--- src/rtl/usr_burst_if.sv ---
// Handshake/data bundle for the usr_burst universal shift register.
// The master drives the controls and the slave (the register) drives the results.
interface usr_burst_if #(
  parameter int unsigned WIDTH = 8,
  parameter int unsigned CNT_W = 8
);
  logic             en;
  logic [2:0]       sel;
  logic [WIDTH-1:0] ip;
  logic             leftS;
  logic             rightS;
  logic             start;
  logic [CNT_W-1:0] amount;
  logic [WIDTH-1:0] q;
  logic [WIDTH-1:0] qb;
  logic             sout_l;
  logic             sout_r;
  logic             busy;
  logic             done;

  modport master (
    output en, sel, ip, leftS, rightS, start, amount,
    input  q, qb, sout_l, sout_r, busy, done
  );

  modport slave (
    input  en, sel, ip, leftS, rightS, start, amount,
    output q, qb, sout_l, sout_r, busy, done
  );
endinterface

--- src/rtl/usr_burst.sv ---
// Universal shift register with hold/shift/rotate/asr/load/clear modes and a
// multi-cycle burst shift (busy/done handshake) of a latched shift-class mode.
module usr_burst #(
  parameter int unsigned WIDTH = 8,
  parameter int unsigned CNT_W = 8
) (
  input logic        clk,
  input logic        rst,
  usr_burst_if.slave bus
);

  typedef enum logic {StIdle, StBurst} state_e;

  state_e           state_q;
  logic [2:0]       mode_q;
  logic [CNT_W-1:0] cnt_q;
  logic [WIDTH-1:0] q_q;
  logic [WIDTH-1:0] qb_q;
  logic             busy_q;
  logic             done_q;

  logic [2:0]       step_mode;
  logic [WIDTH-1:0] step_val;
  logic [WIDTH-1:0] q_d;
  logic             accept;

  function automatic logic shift_class(input logic [2:0] m);
    return (m != 3'b000) && (m != 3'b011) && (m != 3'b111);
  endfunction

  function automatic logic [WIDTH-1:0] step_fn(input logic [2:0]       m,
                                               input logic [WIDTH-1:0] v,
                                               input logic [WIDTH-1:0] ld,
                                               input logic             ls,
                                               input logic             rs);
    logic [WIDTH-1:0] r;
    case (m)
      3'b001:  r = {rs, v[WIDTH-1:1]};
      3'b010:  r = {v[WIDTH-2:0], ls};
      3'b011:  r = ld;
      3'b100:  r = {v[0], v[WIDTH-1:1]};
      3'b101:  r = {v[WIDTH-2:0], v[WIDTH-1]};
      3'b110:  r = {v[WIDTH-1], v[WIDTH-1:1]};
      3'b111:  r = '0;
      default: r = v;
    endcase
    return r;
  endfunction

  always_comb begin
    step_mode = (state_q == StBurst) ? mode_q : bus.sel;
    step_val  = step_fn(step_mode, q_q, bus.ip, bus.leftS, bus.rightS);
    accept    = (state_q == StIdle) && bus.en && bus.start && shift_class(bus.sel);
    q_d       = q_q;
    // The acceptance edge only latches the burst; it does not step.
    if (bus.en && !accept) begin
      q_d = step_val;
    end
  end

  always_ff @(posedge clk) begin
    if (rst) begin
      state_q <= StIdle;
      mode_q  <= 3'b000;
      cnt_q   <= '0;
      q_q     <= '0;
      qb_q    <= '1;
      busy_q  <= 1'b0;
      done_q  <= 1'b0;
    end else begin
      q_q    <= q_d;
      qb_q   <= ~q_d;
      done_q <= 1'b0;
      unique case (state_q)
        StIdle: begin
          if (accept) begin
            mode_q <= bus.sel;
            if (bus.amount == '0) begin
              done_q <= 1'b1;
            end else begin
              cnt_q   <= bus.amount;
              busy_q  <= 1'b1;
              state_q <= StBurst;
            end
          end
        end
        StBurst: begin
          if (bus.en) begin
            cnt_q <= cnt_q - 1'b1;
            if (cnt_q == CNT_W'(1)) begin
              busy_q  <= 1'b0;
              done_q  <= 1'b1;
              state_q <= StIdle;
            end
          end
        end
        default: state_q <= StIdle;
      endcase
    end
  end

  assign bus.q      = q_q;
  assign bus.qb     = qb_q;
  assign bus.sout_l = q_q[WIDTH-1];
  assign bus.sout_r = q_q[0];
  assign bus.busy   = busy_q;
  assign bus.done   = done_q;

endmodule

--- src/flat_wrapper.sv ---
// flat-port wrapper written by rule: the top's interface ports become plain ports
module usr_burst_flat 
#(
  parameter int unsigned WIDTH = 8,
  parameter int unsigned CNT_W = 8
)
  (clk, rst, bus_en, bus_sel, bus_ip, bus_leftS, bus_rightS, bus_start, bus_amount, bus_q, bus_qb, bus_sout_l, bus_sout_r, bus_busy, bus_done);
  usr_burst_if #(.WIDTH(WIDTH), .CNT_W(CNT_W)) bus_i ();
  input logic clk;
  input logic rst;
  input wire logic [$bits(bus_i.en)-1:0] bus_en;
  input wire logic [$bits(bus_i.sel)-1:0] bus_sel;
  input wire logic [$bits(bus_i.ip)-1:0] bus_ip;
  input wire logic [$bits(bus_i.leftS)-1:0] bus_leftS;
  input wire logic [$bits(bus_i.rightS)-1:0] bus_rightS;
  input wire logic [$bits(bus_i.start)-1:0] bus_start;
  input wire logic [$bits(bus_i.amount)-1:0] bus_amount;
  output wire logic [$bits(bus_i.q)-1:0] bus_q;
  output wire logic [$bits(bus_i.qb)-1:0] bus_qb;
  output wire logic [$bits(bus_i.sout_l)-1:0] bus_sout_l;
  output wire logic [$bits(bus_i.sout_r)-1:0] bus_sout_r;
  output wire logic [$bits(bus_i.busy)-1:0] bus_busy;
  output wire logic [$bits(bus_i.done)-1:0] bus_done;
  assign bus_i.en = bus_en;
  assign bus_i.sel = bus_sel;
  assign bus_i.ip = bus_ip;
  assign bus_i.leftS = bus_leftS;
  assign bus_i.rightS = bus_rightS;
  assign bus_i.start = bus_start;
  assign bus_i.amount = bus_amount;
  assign bus_q = bus_i.q;
  assign bus_qb = bus_i.qb;
  assign bus_sout_l = bus_i.sout_l;
  assign bus_sout_r = bus_i.sout_r;
  assign bus_busy = bus_i.busy;
  assign bus_done = bus_i.done;
  usr_burst #(.WIDTH(WIDTH), .CNT_W(CNT_W)) u_core (.clk(clk), .rst(rst), .bus(bus_i));
endmodule
--- config.mk ---
export PLATFORM = sky130hd
export DESIGN_NAME = usr_burst_flat
export DESIGN_NICKNAME = d
export VERILOG_FILES = /design/src/rtl/usr_burst_if.sv /design/src/rtl/usr_burst.sv /design/src/flat_wrapper.sv
export SDC_FILE = /design/constraint.sdc
export NUM_CORES = 1
export LEC_CHECK = 0
export ABC_AREA = 1
export CORE_ASPECT_RATIO = 1.75
export CORE_UTILIZATION = 49
export CTS_CLUSTER_SIZE = 28
export DETAILED_ROUTE_END_ITERATION = 10
export PLACE_DENSITY = 0.86
export SYNTH_ARGS = -nofsm -noshare
export SYNTH_HDL_FRONTEND = slang
export SYNTH_SLANG_ARGS = --single-unit
export TNS_END_PERCENT = 20
--- constraint.sdc ---
create_clock -name clk -period 1.61 [get_ports clk]
set_input_delay 0.4025 -clock clk [delete_from_list [all_inputs] [get_ports clk]]
set_output_delay 0.4025 -clock clk [all_outputs]
set_load 0.1 [all_outputs]
Word level (Yosys, flattened, before mapping)
Index checks and enable logic that the tools add are counted.
{ "totals": {"regBits": 30, "input_bits": 25, "output_inout_bits": 20, "elab_cells": 58} }
{ "op_classes": {"add_sub_neg": 1, "n_eq_ne": 14, "muxes": 22, "bitwise_logic": 2, "n_reduce_logical": 12} }
{ "op_table": {"columns": ["op", "n"], "rows": [
  ["8-bit one-hot mux with 7 select lines", 1],
  ["8-bit 2-to-1 mux", 4],
  ["8-bit one-hot mux with 2 select lines", 1],
  ["3-bit equality test (second input constant)", 4],
  ["1-bit 2-to-1 mux", 12],
  ["8-bit by 1-bit equality test with 1-bit output (second input constant)", 1],
  ["8-bit logical NOT", 1],
  ["8-bit NOT", 1],
  ["8-bit by 1-bit subtractor with 8-bit output (second input constant)", 1],
  ["3-bit by 2-bit equality test with 1-bit output (second input constant)", 2],
  ["1-bit logical AND", 6],
  ["2-bit != test (second input constant)", 3],
  ["1-bit one-hot mux with 2 select lines", 3],
  ["4-bit AND reduction", 1],
  ["3-bit by 1-bit equality test with 1-bit output (second input constant)", 1],
  ["3-bit 2-to-1 mux", 1],
  ["3-bit by 2-bit != test with 1-bit output (second input constant)", 1],
  ["3-bit != test (second input constant)", 1],
  ["3-bit AND reduction", 1],
  ["3-bit nonzero test", 1],
  ["2-bit by 1-bit != test with 1-bit output (second input constant)", 1],
  ["2-bit AND reduction", 1],
  ["1-bit logical NOT", 1],
  ["1-bit NOT", 1]
]} }

Depth between registers and ports, before layout
Gate-level depths: netlist (run 1).
{ "depth": {"depth_word": 8, "depth_mapped": 11, "ltp_nobuf": 10} }

Worst setup path before layout (run 1)
No wires, ideal clock.
{ "synth_timing": {"path_kind": "register to output", "startpoint": "register with a tool-made name", "endpoint": "output bus_q[7]", "arrival_ps": 1408, "required_ps": 1207, "path_slack_ps": -201, "path_stages_with_launch": 2, "path_buffers": 1, "cell_sequence": "dfxtp_1 > buf_4"} }
{ "synth_rtl": {"columns": ["item", "line", "source"], "rows": [
  ["to (decl)", "flat_wrapper.sv:18", "output wire logic [$bits(bus_i.q)-1:0] bus_q;"]
]} }

Final worst setup path (run 1)
{ "layout_timing": {"startpoint": "input bus_en", "endpoint": "register u_core.cnt_q[7]"} }
{ "layout_via": {"elab_chain_cells": 5, "elab_cells_between_ends": 6, "cone_classes": "2 x eq/ne; 4 x reduce/logical"} }
{ "layout_lines": {"columns": ["item", "line", "source"], "rows": [
  ["from (decl)", "flat_wrapper.sv:11", "input wire logic [$bits(bus_i.en)-1:0] bus_en;"],
  ["1-bit logical AND (3 in a row)", "usr_burst.sv:53", "accept = (state_q == StIdle) && bus.en && bus.start && shift_class(bus.sel);"],
  ["2-bit by 1-bit != test with 1-bit output (no line)", null, null],
  ["3-bit AND reduction (no line) *", null, null],
  ["to (signal assigned)", "usr_burst.sv:81", "cnt_q <= bus.amount;"],
  ["to (signal assigned)", "usr_burst.sv:89", "cnt_q <= cnt_q - 1'b1;"],
  ["to (decl)", "usr_burst.sv:16", "logic [CNT_W-1:0] cnt_q;"]
]} }
Every way passes the cells marked *; elsewhere a longest branch is shown, timed or not.
A chain may end at the register's enable or synchronous reset.

==> results of run 1 <==
==> power by group through the flow <==
stage	combinational (mW)	sequential, mW	clock [mW]
final	1.15	0.894	0.649
after global routing	1.23	0.902	0.680
after CTS	1.13	0.893	0.656
after detailed placement	1.12	0.908	0
after global placement	1.10	0.907	0
after floorplan	0.430	1.17	0
==> metrics by stage <==
stage	utilization (%)	setup WS [ns]	area (um2)	hold slack, ns
6_report	78.3	0.0953	2810	0.481
5_1_grt	78.3	-0.0169	2810	0.502
4_1_cts	77.0	0.00386	2770	0.500
3_5_place_dp	74.0	-0.335	2660	0.491
3_3_place_gp	74.0	-0.297	2660	0.467
2_1_floorplan	-	-0.183	1830	0.453
==> cell usage in the layout (no fill, tap or decap), drive strengths merged <==
cell type	n
dlymetal6s2s	3
ha	2
clkbuf	6
nand3	32
nor2	47
clkinv	2
or2	3
clkdlybuf4s50	21
nor3	1
dfxtp	30
nand2	124
inv	27
a21oi	15
o21ai	13
nand4	2
buf	46
clkinvlp	1
==> worst max path at each step <==
stage | start | end | slack, ns | depth (start not counted)
after floorplan | flop | bus_q[0] | -0.18 | 1
after global placement | bus_sel[0] | flop | -0.30 | 10
after detailed placement | bus_sel[0] | u_core.bus.qb[6] | -0.34 | 9
after CTS | bus_sel[1] | flop | 0.004 | 11
after global routing | u_core.state_q | u_core.cnt_q[7] | -0.02 | 8
final | bus_en | u_core.cnt_q[7] | 0.1 | 8
==> cell usage after synthesis, types with 2 or more instances <==
library cell | number | area [um2]
nor2_2 | 2 | 12.5
clkbuf_1 | 3 | 11.3
o21ai_0 | 12 | 60.1
or2_2 | 2 | 12.5
nor2_1 | 44 | 165
buf_4 | 3 | 22.5
nand2_1 | 119 | 447
a21oi_1 | 15 | 75.1
nand2_2 | 4 | 25.0
nand4_1 | 2 | 12.5
ha_1 | 2 | 25.0
nand3_1 | 30 | 150
dfxtp_1 | 30 | 601
buf_6 | 3 | 33.8
inv_1 | 26 | 97.6
==> worst reg2reg max path, delay by kind of cell (launching register included) <==
| kind | cells | cell delay [ns] |
|---|---|---|
| flip-flops | 1 | 0.38 |
| AND/OR/NAND/NOR | 7 | 0.82 |
| buffers and inverters | 1 | 0.18 |
==> per-layer routing <==
metal	up-vias	wire length (um)	GRT usage, %
li1	1091	-	-
met1	977	1800	24.5
met2	102	2900	51.5
met3	28	241	4.78
met4	0	242	15.4
met5	-	0	0
==> cells by family (layout without fill, tap and decap cells) <==
group           count (synthesis)  after routing  synth area share (%)
fa+ha+maj                       2              2                  1.37
simple gates                  209            209                  48.4
flops                          30             30                  32.8
buf+inv                        38            106                  9.84
compound gates                 28             28                  7.65
==> cell type report <==
cell class                 count  area, um2  share of cell area (%)
tap                           46       57.6                    2.05
sequential                    30        603                    21.4
inverter                      28        108                    3.82
multi-input combinational    239       1090                    38.8
clock inverter                 2       12.5                   0.445
clock buffer                   6       82.6                    2.93
timing repair buffer          70        860                    30.5
==> repair_timing <==
action | 4_1_cts | 5_1_grt
gates resized for setup | 5 | 15
pin swaps | 2 | 6
setup endpoints to repair | 10 | 25
hold buffers | 0 | 0
buffers inserted | 0 | 1
==> results.md, run 1 <==
* Status: finished, final reports clean
* I/O Pins at 45
* Worst-case clock buffer depth at 2
* Hold path start: bus_sel[0]
* Sequential share of power at 33.2%
* Drc violations at 0
* Area delta synth->final at 53.6%
* Clk Latency, worst-skew pair at 0.29 ns
* Max frequency at 660 MHz
* Fillers at 248
* Register area share after synthesis at 32.8%
* Least-Margin Pin Slew at 0.326 ns
* Final Power at about 2.7 mW
* Final GP Congestion at 0.921
* Crit-path max FO at 16
* FP Rows at 29
* Die Wd at 48.2 um
* Antenna Cells at 0
* Port-buffer cells at 44
* Post-layout min period at 1.51 ns
* WL/cell at 12.3 um
* Sw frac at 41.0%
* Worst Setup End Kind: flop
* Critical path data required time at 1.79 ns
* Startpoint types: input pin
* P_leak at 1.38 nW
* Initial antenna violation count at 0
* Async SR Flop Fraction at 0%
* Crit path cell chain: clkdlybuf4s50_1, nand2_1, nor2_4, nand2_4, nand2_2, nand3_4, a21oi_1, nor2_1
* H-Tree Depth at 2
* Placed insts at 412
* Cell Count, Final, Fillers Out at ~420
* Critical path arrival at between 1.5 and 2 ns
* Final Skew at 0.00697 ns
* EDFF count, synth at 0
* Headroom to the max-slew limit at 78.2%
* CP delay by family, top: simple AND/OR/NAND/NOR gates
* CTS Sinks at 30
* Post-Syn Nets at 334
* CTS clk-pin slew, worst paths at around 0.070 ns
* Layout cells sized above 1 at 21.6%
* Initial DRT Pass Iterations at 4
* Clock root buffer: clkbuf_8
* CP peak stage delay at 0.49 ns
* Tcrit/Tclk final at between 90% and 100%
* Cell variety after synth at 25
* Hold EP: u_core.mode_q[0]
* Worst VDD drop at 0.964 mV
* Vias at 2198
* Syn Area/Cell at 5.97 um2
* FF-to-FF End: u_core.cnt_q[7]
* Die height at 82.9 um
* Antenna-violating nets left at 0
* Buffers & Inverters on Critical Path at 1
* Power density over cell area at roughly 960 nW/um2
* Total grt overflow at 0
* Syn Std Cell Area at 1830 um2
* Syn Inst Count at 307
* Nets at 401
* Setup_tns at 0 ns
* Reg2Reg Setup Slack at 0.12 ns
* Initial Util at 51.0%
* RSZ-0062 raised after global routing: true
* Largest net degree at the start of global routing at 18
* R2R depth at 8
* Max capacitance violation total at 0
* Crit Path Category: in2reg
* Hold Vio Cnt, Final at 0
* Internal Power at 1.59 mW
* Max Slew Vio Count at 0
* All-Layer GR Usage at between 20 and 30%
* Hold depth at 3
* CORE AREA at 3590 um2
* Synth Flop Type: dfxtp_1
* Dpl hpwl at 3870 um
* Die area at 4000 um2
* Vias in the first global route at around 2100
* Vias per std cell at 5.22
* Initial DRC count at just over 60
* Ys Warns at 0
* RR Startpoint: u_core.state_q
* Endpoints failing setup at 0
* Comb pwr share at a little over two fifths
* First-pass GRT wire length at a little over 8000 um
* Clock Power Share at 24.1%
* Routed WL at ~5200 um
* Clock buffer count from CTS at 5
* Synthesis-stage register bit count at 30
* NetSw at 1.10 mW
* TritonCTS clock tree: yes
* Crit path max-delay cell type: clkdlybuf4s50_1
* HP Class: in2reg
No activity file was read; power rests on OpenSTA's default activity.
==> run 2: changes to the inputs <==
Settings changed: CAP_MARGIN set to 20.
==> results of run 2 <==
Same layout as run 1: the final DEF is identical, and so are final timing and power.
==> run 3: changes to the inputs <==
Settings changed: GPL_ROUTABILITY_DRIVEN set to 0.
==> results of run 3 <==
Same layout as run 1: the final DEF is identical, and so are final timing and power.
